===== src/rtl/ram_reader_pkg.sv =====
// Shared types and constants for the RAM range reader.
package ram_reader_pkg;

    typedef enum logic [1:0] {
        IDLE  = 2'd0,
        ISSUE = 2'd1,
        DRAIN = 2'd2
    } rd_state_t;

    localparam int BUF_DEPTH = 2;
    localparam int BUF_CNT_W = 2;

endpackage


===== src/rtl/ram_reader_skid_buf.sv =====
// Two-entry data+last FIFO sitting between the registered RAM output and the stream port.
module ram_reader_skid_buf
    import ram_reader_pkg::*;
#(
    parameter int WORD_SIZE = 16
) (
    input  logic                 clk,
    input  logic                 rst_n,
    input  logic                 push,
    input  logic                 push_last,
    input  logic [WORD_SIZE-1:0] push_word,
    input  logic                 pop,
    input  logic                 flush,
    output logic [BUF_CNT_W-1:0] count,
    output logic                 out_valid,
    output logic                 in_ready,
    output logic [WORD_SIZE-1:0] out_word,
    output logic                 out_last
);

    logic [WORD_SIZE:0]   entry_reg [BUF_DEPTH];
    logic                 rd_ptr_reg;
    logic                 wr_ptr_reg;
    logic [BUF_CNT_W-1:0] count_reg;
    logic [BUF_CNT_W-1:0] count_next;
    logic                 do_push;
    logic                 do_pop;
    logic                 full;

    assign full      = (count_reg == BUF_CNT_W'(BUF_DEPTH));
    assign do_pop    = pop && (count_reg != '0) && !flush;
    // A push into a full buffer is only legal when the head leaves in the same cycle.
    assign do_push   = push && !flush && (!full || do_pop);

    always_comb begin
        count_next = count_reg;
        if (do_push && !do_pop) begin
            count_next = count_reg + 1'b1;
        end else if (do_pop && !do_push) begin
            count_next = count_reg - 1'b1;
        end
    end

    genvar gi;
    generate
        for (gi = 0; gi < BUF_DEPTH; gi++) begin : g_entry
            always_ff @(posedge clk or negedge rst_n) begin
                if (!rst_n) begin
                    entry_reg[gi] <= '0;
                end else if (do_push && (wr_ptr_reg == 1'(gi))) begin
                    entry_reg[gi] <= {push_last, push_word};
                end
            end
        end
    endgenerate

    always_ff @(posedge clk or negedge rst_n) begin
        if (!rst_n) begin
            rd_ptr_reg <= 1'b0;
            wr_ptr_reg <= 1'b0;
            count_reg  <= '0;
        end else if (flush) begin
            rd_ptr_reg <= 1'b0;
            wr_ptr_reg <= 1'b0;
            count_reg  <= '0;
        end else begin
            if (do_push) begin
                wr_ptr_reg <= ~wr_ptr_reg;
            end
            if (do_pop) begin
                rd_ptr_reg <= ~rd_ptr_reg;
            end
            count_reg <= count_next;
        end
    end

    assign count     = count_reg;
    assign out_valid = (count_reg != '0);
    assign in_ready  = !full;
    assign out_word  = entry_reg[rd_ptr_reg][WORD_SIZE-1:0];
    assign out_last  = out_valid && entry_reg[rd_ptr_reg][WORD_SIZE];

endmodule


===== src/rtl/ram_range_reader.sv =====
// Burst read sequencer over a wrapping RAM address range, streamed out as valid/ready.
// Define RAM_RANGE_READER_ABORT_EN to add the abort input that cancels a running burst.
module ram_range_reader
    import ram_reader_pkg::*;
#(
    parameter int WORD_SIZE = 16,
    parameter int ADDR_SIZE = 5
) (
    input  logic                 clk,
    input  logic                 rst_n,
    input  logic                 start,
    input  logic [ADDR_SIZE-1:0] start_addr,
    input  logic [ADDR_SIZE:0]   num_words,
`ifdef RAM_RANGE_READER_ABORT_EN
    input  logic                 abort,
`endif
    output logic                 busy,
    output logic                 done,
    output logic                 ram_rd_en,
    output logic [ADDR_SIZE-1:0] ram_rd_addr,
    input  logic [WORD_SIZE-1:0] ram_rd_word,
    output logic                 out_valid,
    input  logic                 out_ready,
    output logic [WORD_SIZE-1:0] out_word,
    output logic                 out_last
);

    rd_state_t              state_reg;
    rd_state_t              state_next;
    logic [ADDR_SIZE-1:0]   addr_reg;
    logic [ADDR_SIZE:0]     remaining_reg;
    logic                   inflight_reg;
    logic                   inflight_last_reg;
    logic                   done_reg;
    logic                   done_next;

    logic                   accept_burst;
    logic                   accept_empty;
    logic                   issue;
    logic                   issue_last;
    logic                   pop;
    logic                   push;
    logic                   abort_hit;
    logic                   drain_empty;
    logic [2:0]             occupancy;
    logic [BUF_CNT_W-1:0]   buf_count;
    logic                   buf_in_ready;

`ifdef RAM_RANGE_READER_ABORT_EN
    assign abort_hit = abort && (state_reg != IDLE);
`else
    assign abort_hit = 1'b0;
`endif

    assign accept_burst = (state_reg == IDLE) && start && (num_words != '0);
    assign accept_empty = (state_reg == IDLE) && start && (num_words == '0);
    assign pop          = out_valid && out_ready;
    // Words that will be held or still returning after this edge, before any new issue.
    assign occupancy    = 3'(buf_count) + 3'(inflight_reg) - 3'(pop);
    assign issue        = (state_reg == ISSUE) && !abort_hit && (occupancy < 3'(BUF_DEPTH));
    assign issue_last   = issue && (remaining_reg == (ADDR_SIZE+1)'(1));
    assign push         = inflight_reg && !abort_hit;
    assign drain_empty  = !inflight_reg && (occupancy == 3'd0);

    always_comb begin
        state_next = state_reg;
        done_next  = 1'b0;
        case (state_reg)
            IDLE: begin
                if (accept_burst) begin
                    state_next = ISSUE;
                end
                done_next = accept_empty;
            end
            ISSUE: begin
                if (abort_hit) begin
                    state_next = IDLE;
                    done_next  = 1'b1;
                end else if (issue_last) begin
                    state_next = DRAIN;
                end
            end
            DRAIN: begin
                if (abort_hit || drain_empty) begin
                    state_next = IDLE;
                    done_next  = 1'b1;
                end
            end
            default: begin
                state_next = IDLE;
            end
        endcase
    end

    always_ff @(posedge clk or negedge rst_n) begin
        if (!rst_n) begin
            state_reg         <= IDLE;
            addr_reg          <= '0;
            remaining_reg     <= '0;
            inflight_reg      <= 1'b0;
            inflight_last_reg <= 1'b0;
            done_reg          <= 1'b0;
        end else begin
            state_reg         <= state_next;
            done_reg          <= done_next;
            inflight_reg      <= issue;
            inflight_last_reg <= issue_last;
            if (accept_burst) begin
                addr_reg      <= start_addr;
                remaining_reg <= num_words;
            end else if (issue) begin
                addr_reg      <= addr_reg + 1'b1;
                remaining_reg <= remaining_reg - 1'b1;
            end
        end
    end

    ram_reader_skid_buf #(
        .WORD_SIZE (WORD_SIZE)
    ) u_skid_buf (
        .clk       (clk),
        .rst_n     (rst_n),
        .push      (push),
        .push_last (inflight_last_reg),
        .push_word (ram_rd_word),
        .pop       (pop),
        .flush     (abort_hit),
        .count     (buf_count),
        .out_valid (out_valid),
        .in_ready  (buf_in_ready),
        .out_word  (out_word),
        .out_last  (out_last)
    );

    assign busy        = (state_reg != IDLE);
    assign done        = done_reg;
    assign ram_rd_en   = issue;
    assign ram_rd_addr = addr_reg;

    // Issue throttling already guarantees room; in_ready is kept for integrators only.
    logic unused_ok;
    assign unused_ok = buf_in_ready;

endmodule


===== config.mk =====
export PLATFORM = sky130hd
export DESIGN_NAME = ram_range_reader
export DESIGN_NICKNAME = d
export VERILOG_FILES = /design/src/rtl/ram_reader_pkg.sv /design/src/rtl/ram_reader_skid_buf.sv /design/src/rtl/ram_range_reader.sv
export SDC_FILE = /design/constraint.sdc
export NUM_CORES = 1
export LEC_CHECK = 0
export BUFFER_PORTS_ARGS = -buffer_cell sky130_fd_sc_hd__buf_2
export CAP_MARGIN = 25
export CORE_MARGIN = 1.5
export CORE_UTILIZATION = 40
export CTS_CLUSTER_DIAMETER = 150
export CTS_CLUSTER_SIZE = 40
export DETAILED_ROUTE_END_ITERATION = 6
export PLACE_DENSITY = 0.65
export SYNTH_ARGS = -nofsm -noshare
export SYNTH_HDL_FRONTEND = slang
export SYNTH_SLANG_ARGS = --single-unit

===== constraint.sdc =====
create_clock -name clk -period 2.7 [get_ports clk]
set_input_delay 0.27 -clock clk [delete_from_list [all_inputs] [get_ports clk]]
set_output_delay 0.27 -clock clk [all_outputs]
set_load 0.01 [all_outputs]

==> flow_summary_export.csv <==
group,metric,value,unit
timing,hold_ws,0.190,ns
critical_path,slowest_stage,"fa_1",
critical_path,r2r_start,"u_skid_buf.count[0]",
clock_network,clk_pin_slew,0.10,ns
power_and_ir_drop,swShare,36.4,%
route,ant_nets,0,
yosys,synth_area_leaders,"dfrtp_1 52%, mux2_2 22%, ha_1 2.9%, xnor2_1 1.7%, xor2_1 1.7%",
global_route,grt_usage,15.1,%
layout,drive_gt1_share,55.8,%
global_route,antenna_found_initial,0,
critical_path,critPathLaunch,"u_skid_buf.count[0]",
yosys,synth_edf_count,0,
outcome,violations,"negative setup slack",
critical_path,cp.arrival,2.44,ns
critical_path,path_max_fanout,2,
power_and_ir_drop,p_sw,1.56,mW
yosys,syn_area,0.00259,mm^2
timing,timing.fmax,0.369,GHz
clock_network,cts.sinks,54,
power_and_ir_drop,clockPowerShare,12.8,%
timing,setup_viol,1,
yosys,synth_common_cells,"54 x dfrtp_1, 50 x mux2_2, 11 x nor2_1",
route,drt_pass1_iterations,3,
yosys,synth_warnings,0,
worst_hold_path,hold_start,"num_words[3]",
clock_network,root_buffer,"clkbuf_8",
power_and_ir_drop,power,4.30,mW
critical_path,critPathLaunchType,"register",
yosys,async_reset_ff_share,100,%
floorplanning,die-area,0.00697,mm^2
power_and_ir_drop,combPwrFrac,53.6,%
route,drc,0,
layout,layout.nets,313,
timing,hold_violations,0,
layout,syn_to_final_growth,26.1,%
placed_design,routabilityCongestion,0.804,
route,dr.first_iter.drc_count,41,
yosys,syn_area_per_cell,13.0,um^2
critical_path,worst-path-buf-inv,5,
floorplanning,die_x,83.5,um
critical_path,endpoint_kind,"output port",
floorplanning,pin_count,57,
global_route,grt_pass1_wl,8420,um
global_route,overflow,0,
critical_path,crit_type,"reg2out",
route,drt_wl_total,4980,um
power_and_ir_drop,seqPwrFrac,33.6,%
route,viasPerCell,5.07,
placed_design,io_buffer_count,56,
timing,setup_ws,-0.00728,ns
run,maxCapViolCount,0,
timing,layout_min_cycle_time,2.71,ns
yosys,synthesis.nets,237,
floorplanning,core_area,0.00631,mm^2
power_and_ir_drop,power.density,1310,mW/mm^2
clock_network,htreeDepth,2,
route,vias,1791,
power_and_ir_drop,intPower,2.73,mW
clock_network,clock_latency,0.30,ns
timing,final_max_slew_viol_count,0,
layout,diodes,0,
layout,fillers,595,
critical_path,cp_top_family,"adder cells",
timing,rsz0062_at_grt,"true",
placed_design,hpwl,3580,um
timing,worst_pin_slew,0.602,ns
yosys,synth.distinct_cells,38,
timing,fin_worst_skew,0.00693,ns
layout,regArea,0.00135,mm^2
critical_path,critical-path-max-stage-delay,0.50,ns
critical_path,cp.required,2.43,ns
layout,multiInputGateArea,0.00124,mm^2
yosys,yosys.area.top_type_share,52.1,%
yosys,ys_ff_latch,54,
clock_network,clockBufferDepth,2,
outcome,status,"finished, violations left",
yosys,synth_most_common_cell,"dfrtp_1",
clock_network,cts_buffers,5,
critical_path,crit_chain,"inv_2, nand2_4, nand2_4, inv_4, ha_4, inv_2, ha_4, fa_1, nor3b_2, nand2_2, inv_4, buf_6",
timing,slew_headroom,59.9,%
global_route,grt_max_degree,27,
floorplanning,initial_core_util,41.1,%
global_route,grt_pass1_vias,1836,
worst_hold_path,hold_path_class,"in2reg",
yosys,synthesis.instances,199,
route,avgRoutedWirePerCell,14.1,um
yosys,synth_top_area_cell,"dfrtp_1",
clock_network,cts_tree,"done",
power_and_ir_drop,p_leak,1.51,nW
floorplanning,row_count,29,
timing,finalCritPeriodShare,100,%
floorplanning,fp.dieH,83.5,um
power_and_ir_drop,vdd_drop_max,0.677,mV
yosys,seq_area_frac_synth,52.1,%
yosys,synth_flop_cell,"dfrtp_1",
layout,largest_reg_flops,34,
-- final timing paths --
check | cells after the start | to | slack [ns]
worst min-delay path | 3 | remaining_reg[3] | 0.19
max in group asynchronous | 3 | u_skid_buf.entry_reg[19] | 1.56
worst min register to register | 1 | u_skid_buf.entry_reg[16] | 0.51
worst max register to register | 13 | ram_rd_addr[3] | 0.03
min in group asynchronous | 2 | u_skid_buf.entry_reg[13] | 0.49
worst max-delay path | 12 | ram_rd_en | -0.007
-- power groups by stage --
stage	logic, mW	registers (mW)	clock network [mW]
after floorplan	1.46	1.42	0
after global placement	2.06	1.44	0
after detailed placement	2.07	1.46	0
after CTS	2.28	1.44	0.574
after global routing	2.54	1.50	0.603
final	2.30	1.44	0.550
-- cells by family (layout without fill, tap and decap cells) --
logic type	after synthesis	after routing	synth area share (%)
muxes	51	51	22.1
DFF	54	54	52.1
buffers and inverters	14	91	2.22
AOI/OAI and AO/OA	21	21	7.19
and+or+nand+nor	42	42	9.31
adders and majority gates	7	7	3.67
xor gates and xnor gates	10	10	3.38
-- tightest hold or removal path, cell delays in order --
cell     delay [ns]
buf_2          0.09
nand2_1        0.04
o21ai_0        0.06
-- layout by cell type (no fill, tap or decap), drive strengths merged, types with 2 or more instances in the layout --
| cell | instances |
|---|---|
| nand3 | 3 |
| ha | 6 |
| buf | 72 |
| or2 | 2 |
| xor2 | 5 |
| o31ai | 2 |
| nand4 | 3 |
| nand2b | 3 |
| nor2 | 13 |
| a21oi | 6 |
| dfrtp | 54 |
| inv | 11 |
| clkbuf | 5 |
| nand3b | 2 |
| nor3b | 3 |
| nand2 | 7 |
| nor3 | 3 |
| o21ai | 3 |
| a221o | 5 |
| mux2 | 50 |
| xnor2 | 5 |
-- final cells by class --
class	count	area share [%]
flip-flops and latches	54	41.4
inverters	10	1.30
multi-input cells	131	37.8
clock inverters	3	1.45
repair buffers	73	13.0
well taps	77	2.95
clock buffers	5	2.10
-- per-stage QoR --
stage	instance area (um^2)	setup TNS [ns]	setup slack, ns	instances	util (%)
4_1_cts	3230	0	0.000648	353	51.2
6_report	3270	-0.00728	-0.00728	353	51.8
3_3_place_gp	3040	-0.00730	-0.00730	337	48.2
2_1_floorplan	2620	0	0.00399	199	-
5_1_grt	3270	-0.537	-0.122	353	51.8
3_5_place_dp	3040	0	0.0489	337	48.2
-- layer usage --
| metal | GRT usage, % | wire length (um) |
|---|---|---|
| met1 | 19.9 | 2310 |
| met3 | 3.26 | 227 |
| met2 | 24.9 | 2380 |
| met5 | 0 | 0 |
| met4 | 4.92 | 57 |
-- repair_timing --
| action | 4_1_cts | 5_1_grt |
|---|---|---|
| gates resized for setup | 2 | 9 |
| setup endpoints to repair | 1 | 12 |
| pin swaps | 4 | 9 |
| hold buffers | 1 | 0 |
| buffers inserted | 7 | 2 |
| hold endpoints to repair | 24 | 0 |
No activity file was read; power rests on OpenSTA's default activity.
